$ cat src/rtl/hci_ecc_source_ctrl.sv
`default_nettype none
// ============================================================================
// Module   : hci_ecc_source_ctrl
// Purpose  : Launch/enable sequencer for hci_ecc_source with ECC error counting,
//            abort-on-uncorrectable and optional relaunch
//            (macro HCI_ECC_SOURCE_CTRL_RETRY_EN).
// Revision : 1.0 - initial release
// ============================================================================
module hci_ecc_source_ctrl #(
    parameter int N_CHUNK   = 4,
    parameter int CNT_W     = 16,
    parameter int MAX_RETRY = 2
) (
    input  logic               clk_i,
    input  logic               rst_ni,
    input  logic               clear_i,
    input  logic               start_i,
    input  logic               src_ready_start_i,
    input  logic               src_done_i,
    output logic               src_req_start_o,
    output logic               src_enable_o,
    output logic               src_clear_o,
    input  logic [N_CHUNK-1:0] r_data_single_err_i,
    input  logic [N_CHUNK-1:0] r_data_multi_err_i,
    input  logic               r_meta_single_err_i,
    input  logic               r_meta_multi_err_i,
    output logic               busy_o,
    output logic               done_o,
    output logic               fatal_o,
    output logic [CNT_W-1:0]   single_err_cnt_o,
    output logic [CNT_W-1:0]   multi_err_cnt_o,
    output logic [3:0]         retry_cnt_o
);

    typedef enum logic [2:0] {
        IDLE          = 3'd0,
        LAUNCH        = 3'd1,
        RUN           = 3'd2,
        ABORT         = 3'd3,
        RELAUNCH_WAIT = 3'd4,
        FATAL         = 3'd5
    } state_t;

    // Wide enough to hold the counter plus one full per-cycle increment.
    localparam int SUM_W = CNT_W + $clog2(N_CHUNK + 2);
    localparam logic [SUM_W-1:0] CNT_MAX = {{(SUM_W-CNT_W){1'b0}}, {CNT_W{1'b1}}};
    localparam logic [3:0] RETRY_LIMIT = 4'((MAX_RETRY > 15) ? 15 : MAX_RETRY);
`ifdef HCI_ECC_SOURCE_CTRL_RETRY_EN
    localparam bit RETRY_EN = 1'b1;
`else
    localparam bit RETRY_EN = 1'b0;
`endif

    state_t             state, state_nxt;
    logic               done_nxt;
    logic [CNT_W-1:0]   single_cnt, single_nxt;
    logic [CNT_W-1:0]   multi_cnt, multi_nxt;
    logic [3:0]         retry_cnt, retry_nxt;
    logic [SUM_W-1:0]   single_inc;
    logic [SUM_W-1:0]   single_sum;
    logic               multi_hit;

    always_comb begin
        single_inc = SUM_W'(r_meta_single_err_i);
        for (int i = 0; i < N_CHUNK; i++) begin
            single_inc = single_inc + SUM_W'(r_data_single_err_i[i]);
        end
    end

    assign single_sum = {{(SUM_W-CNT_W){1'b0}}, single_cnt} + single_inc;
    assign multi_hit  = (|r_data_multi_err_i) | r_meta_multi_err_i;

    always_comb begin
        state_nxt       = state;
        done_nxt        = 1'b0;
        single_nxt      = single_cnt;
        multi_nxt       = multi_cnt;
        retry_nxt       = retry_cnt;
        src_req_start_o = 1'b0;
        src_enable_o    = 1'b0;
        src_clear_o     = clear_i;

        case (state)
            IDLE: begin
                if (start_i && src_ready_start_i) begin
                    state_nxt  = LAUNCH;
                    single_nxt = '0;
                    multi_nxt  = '0;
                    retry_nxt  = '0;
                end
            end
            LAUNCH: begin
                src_req_start_o = 1'b1;
                src_enable_o    = 1'b1;
                state_nxt       = RUN;
            end
            RUN: begin
                src_enable_o = 1'b1;
                single_nxt   = (single_sum > CNT_MAX) ? CNT_MAX[CNT_W-1:0]
                                                      : single_sum[CNT_W-1:0];
                // An uncorrectable error outranks a coincident done pulse.
                if (multi_hit) begin
                    if (multi_cnt != {CNT_W{1'b1}}) begin
                        multi_nxt = multi_cnt + CNT_W'(1);
                    end
                    state_nxt = ABORT;
                end else if (src_done_i) begin
                    done_nxt  = 1'b1;
                    state_nxt = IDLE;
                end
            end
            ABORT: begin
                src_clear_o = 1'b1;
                if (RETRY_EN && (retry_cnt < RETRY_LIMIT)) begin
                    retry_nxt = retry_cnt + 4'd1;
                    state_nxt = RELAUNCH_WAIT;
                end else begin
                    state_nxt = FATAL;
                end
            end
`ifdef HCI_ECC_SOURCE_CTRL_RETRY_EN
            RELAUNCH_WAIT: begin
                if (src_ready_start_i) begin
                    state_nxt = LAUNCH;
                end
            end
`endif
            FATAL: begin
                state_nxt = FATAL;
            end
            default: begin
                state_nxt = IDLE;
            end
        endcase

        if (clear_i) begin
            state_nxt  = IDLE;
            done_nxt   = 1'b0;
            single_nxt = '0;
            multi_nxt  = '0;
            retry_nxt  = '0;
        end
    end

    always_ff @(posedge clk_i or negedge rst_ni) begin
        if (!rst_ni) begin
            state      <= IDLE;
            done_o     <= 1'b0;
            busy_o     <= 1'b0;
            fatal_o    <= 1'b0;
            single_cnt <= '0;
            multi_cnt  <= '0;
            retry_cnt  <= '0;
        end else begin
            state      <= state_nxt;
            done_o     <= done_nxt;
            // Status flags follow the state being entered so they line up with it.
            busy_o     <= (state_nxt != IDLE) && (state_nxt != FATAL);
            fatal_o    <= (state_nxt == FATAL);
            single_cnt <= single_nxt;
            multi_cnt  <= multi_nxt;
            retry_cnt  <= retry_nxt;
        end
    end

    assign single_err_cnt_o = single_cnt;
    assign multi_err_cnt_o  = multi_cnt;
`ifdef HCI_ECC_SOURCE_CTRL_RETRY_EN
    assign retry_cnt_o      = retry_cnt;
`else
    assign retry_cnt_o      = 4'd0;
`endif

endmodule
`default_nettype wire
$ cat config.mk
export PLATFORM = sky130hd
export DESIGN_NAME = hci_ecc_source_ctrl
export DESIGN_NICKNAME = d
export VERILOG_FILES = /design/src/rtl/hci_ecc_source_ctrl.sv
export SDC_FILE = /design/constraint.sdc
export NUM_CORES = 1
export LEC_CHECK = 0
export ABC_AREA = 1
export CORE_MARGIN = 5
export CORE_UTILIZATION = 55
export DETAILED_ROUTE_END_ITERATION = 7
export GPL_TIMING_DRIVEN = 0
export PLACE_DENSITY = 0.86
export SLEW_MARGIN = 20
export SYNTH_ARGS = -nofsm -noshare
export SYNTH_HDL_FRONTEND = slang
export SYNTH_SLANG_ARGS = --single-unit
$ cat constraint.sdc
create_clock -name clk_i -period 6.15 [get_ports clk_i]
set_clock_uncertainty 0.15 [all_clocks]
set_input_delay 1.23 -clock clk_i [delete_from_list [all_inputs] [get_ports clk_i]]
set_output_delay 1.23 -clock clk_i [all_outputs]
set_load 0.01 [all_outputs]
# ---- Word-level counts from Yosys, hierarchy flattened
# Cells that the tools add are included.
dict set report classes {
  addsub 6
  order_cmp 1
  n_eq_ne 10
  muxes 20
  bitwise 1
  reduce_logical 10
}
# op n
set ops {}
lappend ops {{$mux W16} 6}
lappend ops {{$pmux W16 S2} 2}
lappend ops {{$add A16 B5 Y17} 1}
lappend ops {{$gt A17 B16 Y1 const B} 1}
lappend ops {{$add A16 B1 Y16 const B} 1}
lappend ops {{$ne A16 B16 Y1 const B} 1}
lappend ops {{$mux W3} 4}
lappend ops {{$ne A3 B3 Y1 const B} 4}
lappend ops {{$pmux W3 S4} 1}
lappend ops {{$mux W1} 7}
lappend ops {{$eq A3 B2 Y1 const B} 2}
lappend ops {{$eq A3 B3 Y1 const B} 2}
lappend ops {{$reduce_bool A3 Y1} 2}
lappend ops {{$add A4 B1 Y5} 1}
lappend ops {{$add A3 B1 Y4} 1}
lappend ops {{$reduce_and A4 Y1} 1}
lappend ops {{$reduce_or A2 Y1} 2}
lappend ops {{$reduce_or A4 Y1} 1}
lappend ops {{$add A2 B1 Y3} 1}
lappend ops {{$eq A3 B1 Y1 const B} 1}
lappend ops {{$logic_not A3 Y1} 1}
lappend ops {{$add A1 B1 Y2} 1}
lappend ops {{$logic_and A1 B1 Y1} 2}
lappend ops {{$reduce_and A2 Y1} 1}
lappend ops {{$or A1 B1 Y1} 1}
dict set report totals {
  regBits 38
  in_bits 16
}

# ---- Depth between registers and ports, before layout
# Gate-level depths: netlist (run 1).
dict set report depth {
  ltp_word 9
  mapped_depth 17
  mapped_depth_nobuf 16
}

# ---- Worst setup path before layout (run 1)
# No wires, ideal clock.
dict set report synth_path {
  path_kind {input port to flip-flop}
  startpoint {input r_data_single_err_i[0]}
  endpoint {register single_cnt[15], in the netlist single_err_cnt_o[15]}
  arrival_ns 3.774
  t_required_ns 5.935
  slack_ns 2.161
  path_stages 17
  path_buffers 1
  path_cell_list {fa_1 > inv_1 > fa_1 > inv_1 > ha_1 > inv_1 > fa_1 > inv_1 > nand2_1 > nand2_1 > nand2_1 > nor2_2 > nand3_2 > buf_2 > nand3_1 > nand2_1 > nand2_1}
}
dict set report synth_between {
  elab_chain_cells 9
}
# element line
set synth_lines {}
lappend synth_lines {{start: declaration} 23} ;# input logic [N_CHUNK-1:0] r_data_single_err_i,
lappend synth_lines {{$add A1 B1 Y2 (*)} 66} ;# single_inc = single_inc + SUM_W'(r_data_single_err_i[i]);
lappend synth_lines {{$add A2 B1 Y3 (*)} 66}
lappend synth_lines {{$add A3 B1 Y4 (*)} 66}
lappend synth_lines {{$add A4 B1 Y5 (*)} 66}
lappend synth_lines {{$add A16 B5 Y17 (*)} 70} ;# assign single_sum = {{(SUM_W-CNT_W){1'b0}}, single_cnt} + single_inc;
lappend synth_lines {{$gt A17 B16 Y1} 99} ;# single_nxt = (single_sum > CNT_MAX) ? CNT_MAX[CNT_W-1:0]
lappend synth_lines {{$mux W16 (*)} 99}
lappend synth_lines {{$pmux W16 S2 (*)} 83} ;# case (state)
lappend synth_lines {{$mux W16 (*)} 136} ;# if (clear_i) begin
lappend synth_lines {{end signal: assignment} 160} ;# single_cnt <= single_nxt;
lappend synth_lines {{end: declaration} 56} ;# logic [CNT_W-1:0] single_cnt, single_nxt;
# Every way passes the cells marked *; elsewhere a longest branch is shown, timed or not.
# A chain may end at the register's enable or synchronous reset.

# ---- Worst setup path in the final report (run 1)
dict set report layout_path {
  startpoint {input r_data_single_err_i[0]}
  endpoint {register single_cnt[8], in the netlist single_err_cnt_o[8]}
}
# The elaborated chain is that of the path after synthesis.

==> impl_metrics.csv, run 1 <==
group,metric,value,unit
run_status,status,"completed",
worst_setup_path,path_class,"in -> reg",
run,drv_cap,0,
timing,fin_crit_sh,72.7,%
cts,clock_sinks,38,
global_route,grt_overflow,0,
timing,tns,0,ns
worst_hold_path,holdPathEnd,"single_err_cnt_o[2]$_DFFE_PN0P_",
timing,finalHoldViolCount,0,
power_and_ir_drop,comb_power_share,17.4,%
cts,cts_hold_buf,0,
timing,holdWs,0.382,ns
drt,drt_iter0_drc,128,
drt,ant_nets,0,
power_and_ir_drop,seqPwrFrac,45.5,%
timing,post-route-min-period,4.47,ns
worst_hold_path,min_path_cells,2,
timing,rsz0062_at_grt,"no",
final_layout,final_cell_mix,"135 x nand2_1, 52 x clkdlybuf4s50_1, 49 x nor2_1",
cts,h-tree-depth,2,
power_and_ir_drop,internal-power,0.415,mW
drt,routed_wirelength,6930,um
worst_setup_path,worst_setup_path_start_kind,"primary input",
placement,gp_congestion,0.922,
power_and_ir_drop,p_leak,1.62,nW
placement,numPortBuffers,53,
synthesis,yosysUniqueCellTypes,31,
cts,cts_setup_buffers,0,
global_route,grt_pass1_wl,11700,um
cts,cts_resized,0,
synthesis,avgSynthCellArea,6.75,um2
cts,root_buffer,"clkbuf_8",
worst_setup_path,reg2reg_slack,3.18,ns
drt,wire_per_inst,13.1,um
cts,clk_pin_slew,0.08,ns
worst_setup_path,crit_arrival,4.56,ns
worst_setup_path,reg2reg_from,"single_err_cnt_o[0]$_DFFE_PN0P_",
worst_setup_path,crit_required,6.23,ns
worst_setup_path,worst_setup_path_end_kind,"flip-flop",
global_route,grt_util_all_layers,23.2,%
drt,drtPass1Iterations,4,
floorplanning,core_area,4720,um2
synthesis,synth_area_leaders,"dfrtp_1 35%, nand2_1 19%, nand3_1 7.5%",
synthesis,async_reset_ff_share,100,%
synthesis,yosys.area.top_type_share,35.4,%
final_layout,drive_gt1_share,10.4,%
worst_hold_path,hold_path.startpoint,"single_err_cnt_o[2]$_DFFE_PN0P_",
cts,clkLatencyLatePin,0.29,ns
synthesis,ys.flop_type,"dfrtp_1",
placement,dp_hpwl,5180,um
global_route,met3_usage,4.18,%
synthesis,yosysWarnings,0,
timing,setup_viol,0,
synthesis,syn-cell-area,2690,um2
synthesis,netlist_instances,398,
worst_setup_path,r2r-end,"single_err_cnt_o[8]$_DFFE_PN0P_",
synthesis,synth_edf_count,0,
power_and_ir_drop,vdd_drop_max,0.137,mV
worst_hold_path,hp-class,"reg -> reg",
power_and_ir_drop,net-switching-power,0.152,mW
global_route,busiest_layer,"met2",
cts,cts_inserted_buffers,5,
floorplanning,dieArea,6380,um2
synthesis,ys_ff_latch,38,
worst_setup_path,reg2reg_depth,16,
drt,viasPerCell,5.25,
power_and_ir_drop,pwr_density_cell,165,nW/um2
final_layout,layout_commonest_cell,"nand2_1",
global_route,grt_max_degree,24,
global_route,grt_pass1_vias,2574,
global_route,met2_usage,40.5,%
floorplanning,pin_count,58,
floorplanning,die_x,79.9,um
floorplanning,initial_core_util,56.9,%
floorplanning,rows,25,
final_layout,fillers,367,
floorplanning,die_h,79.9,um
final_layout,area_growth_syn_to_layout,28.2,%
global_route,antenna_found_initial,0,
cts,cts_tree,"built",
timing,finalMaxSlewViolations,0,
synthesis,yosysSeqAreaShare,35.4,%
final_layout,antenna_cells,0,
synthesis,yosys.area.top_type,"dfrtp_1",
global_route,met1_usage,28.0,%
worst_setup_path,path_max_fanout,10,
cts,clock_path_buffers,2,
drt,drcViolationCount,0,
power_and_ir_drop,pwr-share-clk,37.2,%
final_layout,final_util,72.9,%
power_and_ir_drop,p_sw_share,26.8,%
final_layout,layout.nets,486,
timing,fmax,224,MHz
drt,routed-via-count,2783,
[area by class of cell]
| class | instances | area, um2 | area share, % |
|---|---|---|---|
| Clock inverter | 3 | 40.0 | 1.16 |
| Buffer | 11 | 82.6 | 2.40 |
| Clock buffer | 5 | 68.8 | 2.00 |
| Timing Repair Buffer | 54 | 553 | 16.1 |
| Multi-Input combinational cell | 303 | 1480 | 43.0 |
| Inverter | 49 | 184 | 5.34 |
| Sequential cell | 38 | 951 | 27.6 |
| Tap cell | 67 | 83.8 | 2.43 |
[registers in the layout (all words and copies together), names as in the netlist]
signal and cells:
single_err_cnt_o 16, state 3, multi_err_cnt_o 16, done_o 1, busy_o 1, fatal_o 1
[per-stage QoR]
| step | instance area [um2] | instances | worst slack [ns] | power (mW) |
|---|---|---|---|---|
| 5_1_grt | 3440 | 530 | 1.45 | 0.593 |
| 3_5_place_dp | 3330 | 522 | 1.36 | 0.361 |
| 4_1_cts | 3440 | 530 | 1.68 | 0.573 |
| 2_1_floorplan | 2700 | 401 | 2.16 | 0.319 |
| 3_3_place_gp | 3310 | 521 | 1.45 | 0.357 |
| 6_report | 3440 | 530 | 1.68 | 0.567 |
[critical path, cell delays in order]
cell and delay, ns:
clkdlybuf4s50_1 0.43, fa_1 0.54, inv_1 0.05, fa_1 0.42
inv_1 0.06, ha_1 0.15, inv_1 0.06, fa_1 0.41
inv_1 0.09, nand2_1 0.06, nand2_1 0.06, nand2_1 0.15
nor2_2 0.23, nand3_2 0.17, buf_2 0.24, o21ai_1 0.09
nand2_1 0.06, nand2_1 0.06
[per-layer routing]
| layer | vias to the layer above | share of wire [%] |
|---|---|---|
| met5 | - | 0 |
| met4 | 0 | 2.3 |
| met3 | 19 | 6.5 |
| met2 | 105 | 50 |
| met1 | 1288 | 41 |
| li1 | 1371 | - |
[power by group through the flow]
| stage | registers [mW] | clock network, mW | logic [mW] |
|---|---|---|---|
| floorplan | 0.263 | 0 | 0.0561 |
| global placement | 0.262 | 0 | 0.0945 |
| detailed placement | 0.262 | 0 | 0.0986 |
| CTS | 0.258 | 0.217 | 0.0990 |
| global route | 0.258 | 0.225 | 0.109 |
| finish | 0.258 | 0.211 | 0.0984 |
[cells in the mapped netlist, types with 3 or more instances]
cell	number
buf_6	3
xor2_1	4
nand3_1	40
dfrtp_1	38
fa_1	3
nand4_1	9
buf_2	3
nor2_4	4
nor2_1	49
inv_1	43
buf_4	4
nor3_1	7
ha_1	5
o21ai_2	6
o21ai_0	13
o21ai_1	4
nor2_2	3
nand2_1	135
inv_2	5
nand2_2	5
[how the worst max path moves through the flow]
stage                                start                          endpoint  slack, ns  cells past startpoint
finish              r_data_single_err_i[0]   single_err_cnt_o[8]$_DFFE_PN0P_       1.68                     18
global route        r_data_single_err_i[0]   single_err_cnt_o[6]$_DFFE_PN0P_       1.45                     18
CTS                 r_data_single_err_i[0]   single_err_cnt_o[8]$_DFFE_PN0P_       1.68                     18
detailed placement  r_data_single_err_i[0]  single_err_cnt_o[10]$_DFFE_PN0P_       1.36                     18
global placement    r_data_single_err_i[0]  single_err_cnt_o[10]$_DFFE_PN0P_       1.45                     18
floorplan           r_data_single_err_i[0]  single_err_cnt_o[15]$_DFFE_PN0P_       2.16                     17
[cells by family after synthesis]
kind of cell / Yosys count / share of synthesized area [%]
other cells: 1 / 0.140
simple gates: 259 / 42.3
buf+inv: 60 / 9.92
fa+ha+maj: 8 / 4.56
xor+xnor: 5 / 1.63
compound gates: 27 / 6.06
flops: 38 / 35.4
Power figures use the tool's default switching activity.
==> run 2: changes to the inputs <==
--- a/config.mk
+++ b/config.mk
@@ -7,10 +7,10 @@
 export LEC_CHECK = 0
 export ABC_AREA = 1
 export CORE_MARGIN = 5
-export CORE_UTILIZATION = 55
+export CORE_UTILIZATION = 51
 export DETAILED_ROUTE_END_ITERATION = 7
 export GPL_TIMING_DRIVEN = 0
-export PLACE_DENSITY = 0.86
+export PLACE_DENSITY = 0.8
 export SLEW_MARGIN = 20
 export SYNTH_ARGS = -nofsm -noshare
 export SYNTH_HDL_FRONTEND = slang
==> constraint.sdc (replaced) <==
create_clock -name clk_i -period 4.12 [get_ports clk_i]
set_clock_uncertainty 0.15 [all_clocks]
set_input_delay 0.824 -clock clk_i [delete_from_list [all_inputs] [get_ports clk_i]]
set_output_delay 0.824 -clock clk_i [all_outputs]
set_load 0.01 [all_outputs]
==> impl_metrics.csv, run 2 (synthesis gave the netlist of run 1 again) <==
group,metric,value,unit
run_status,status,"completed",
drt,drcViolationCount,0,
timing,rsz0062_at_grt,"no",
global_route,grt_pass1_vias,2598,
drt,viasPerCell,5.09,
final_layout,final_util,67.3,%
worst_setup_path,crit_arrival,4.00,ns
timing,setup_viol,0,
power_and_ir_drop,p_leak,1.61,nW
power_and_ir_drop,power,0.802,mW
placement,gp_congestion,0.944,
cts,h-tree-depth,2,
floorplanning,rows,26,
power_and_ir_drop,vdd_drop_max,0.152,mV
global_route,grt_max_degree,25,
timing,finalHoldViolCount,0,
final_layout,layout_commonest_cell,"nand2_1",
floorplanning,dieArea,6820,um2
floorplanning,core_area,5110,um2
floorplanning,die_x,82.6,um
drt,routed_wirelength,6860,um
floorplanning,initial_core_util,52.6,%
worst_setup_path,cp_cell_sequence,"clkdlybuf4s50_1 > fa_1 > inv_1 > fa_1 > inv_1 > ha_1 > inv_1 > fa_1 > inv_1 > nand2_1 > nand2_1 > nand2_2 > nor2_4 > nand3_4 > buf_4 > o21ai_1 > nand2_1 > nand2_1",
cts,root_buffer,"clkbuf_8",
cts,clkLatencyLatePin,0.29,ns
cts,cts_tree,"built",
placement,numPortBuffers,53,
final_layout,area_growth_syn_to_layout,28.0,%
final_layout,final_cell_mix,"134 x nand2_1, 52 x clkdlybuf4s50_1, 49 x nor2_1",
timing,holdWs,0.292,ns
worst_setup_path,path_max_fanout,10,
cts,clock_path_buffers,2,
final_layout,drive_gt1_share,10.4,%
cts,cts_inserted_buffers,5,
worst_hold_path,hp-class,"in -> async",
cts,clk_pin_slew,0.08,ns
drt,routed-via-count,2714,
worst_setup_path,worst_setup_path_start_kind,"primary input",
final_layout,layout.nets,486,
power_and_ir_drop,pwr_density_cell,233,nW/um2
final_layout,antenna_cells,0,
final_layout,fillers,460,
floorplanning,die_h,82.6,um
timing,post-route-min-period,3.91,ns
worst_setup_path,path_class,"in -> reg",
worst_setup_path,critPathSlowestCell,"fa_1",
global_route,grt_util_all_layers,22.2,%
global_route,grt_pass1_wl,11600,um
floorplanning,pin_count,58,
drt,drt_iter0_drc,118,
drt,ant_nets,0,
drt,wire_per_inst,12.9,um
worst_setup_path,crit_required,4.20,ns
worst_setup_path,worst_setup_path_end_kind,"flip-flop",
worst_setup_path,crit_path_max_incr_delay,0.54,ns
timing,fin_crit_sh,95.0,%
timing,finalMaxSlewViolations,0,
drt,drtPass1Iterations,4,
global_route,antenna_found_initial,0,
global_route,grt_overflow,0,
timing,fmax,256,MHz
cts,clock_sinks,38,
run,drv_cap,0,
placement,dp_hpwl,5220,um
timing,tns,0,ns
## run 2: cell types whose count changed in the layout (fill, tap and decap cells not counted), sizes merged
| cell | delta |
|---|---|
| clkbuf | +2 |
| bufinv | -1 |
| clkinv | -1 |
## run 2: what timing repair did
action	in CTS	in global routing
resized for setup	0	5
hold endpoints to repair	0	0
buffers inserted	0	0
setup endpoints to repair	0	11
hold buffers	0	0
## run 2: final timing paths
kind / startpoint / end / slack, ns / cells past startpoint
worst max-delay path: r_data_single_err_i[0] / single_err_cnt_o[6]$_DFFE_PN0P_ / 0.21 / 18
worst min-delay path: rst_ni / single_err_cnt_o[8]$_DFFE_PN0P_ / 0.29 / 1
worst min register to register: single_err_cnt_o[1]$_DFFE_PN0P_ / single_err_cnt_o[1]$_DFFE_PN0P_ / 0.38 / 2
min in group clk_i: single_err_cnt_o[1]$_DFFE_PN0P_ / single_err_cnt_o[1]$_DFFE_PN0P_ / 0.38 / 2
worst max register to register: single_err_cnt_o[0]$_DFFE_PN0P_ / single_err_cnt_o[6]$_DFFE_PN0P_ / 1.30 / 16
max in group asynchronous: rst_ni / multi_err_cnt_o[0]$_DFFE_PN0P_ / 3.06 / 2
## run 2: final cells by class
| type | count | area [um2] | area share (%) |
|---|---|---|---|
| Buffer | 11 | 85.1 | 2.47 |
| Clock buffer | 7 | 86.3 | 2.51 |
| Clock inverter | 1 | 5.00 | 0.146 |
| Inverter | 49 | 184 | 5.35 |
| Multi-Input combinational cell | 303 | 1500 | 43.5 |
| Sequential cell | 38 | 951 | 27.6 |
| Tap cell | 70 | 87.6 | 2.55 |
| Timing Repair Buffer | 54 | 546 | 15.9 |
## run 2: report_power, final
group / switching (mW) / total (mW) / internal (mW) / leakage [nW]
Combinational: 0.0853 / 0.146 / 0.0611 / 1.03
Sequential: 0.00563 / 0.384 / 0.379 / 0.529
Clock: 0.136 / 0.272 / 0.135 / 0.0482
## run 2: metrics by stage
| stage | setup slack [ns] | cells | area (um2) |
|---|---|---|---|
| after detailed placement | -0.249 | 525 | 3330 |
| after floorplan | 0.537 | 401 | 2700 |
| after global routing | 0.0159 | 533 | 3440 |
| after CTS | 0.0703 | 533 | 3420 |
| final | 0.206 | 533 | 3440 |
| after global placement | -0.170 | 524 | 3320 |
## run 2: worst max-delay path, delay by kind of cell
kind,cells,cell delay (ns)
buffers and inverters,6,0.90
adder cells (fa/ha/maj),4,1.52
AND/OR/NAND/NOR,7,0.65
AO/OA/AOI/OAI,1,0.09
## run 2: per-layer routing
| metal | track usage, % | part of all wire, % | vias up | wire [um] |
|---|---|---|---|---|
| met2 | 39.4 | 50 | 92 | 3410 |
| met5 | 0 | 0 | - | 0 |
| li1 | - | - | 1370 | - |
| met4 | 7.68 | 1.7 | 0 | 120 |
| met3 | 4.99 | 6.9 | 14 | 476 |
| met1 | 26.3 | 42 | 1238 | 2850 |
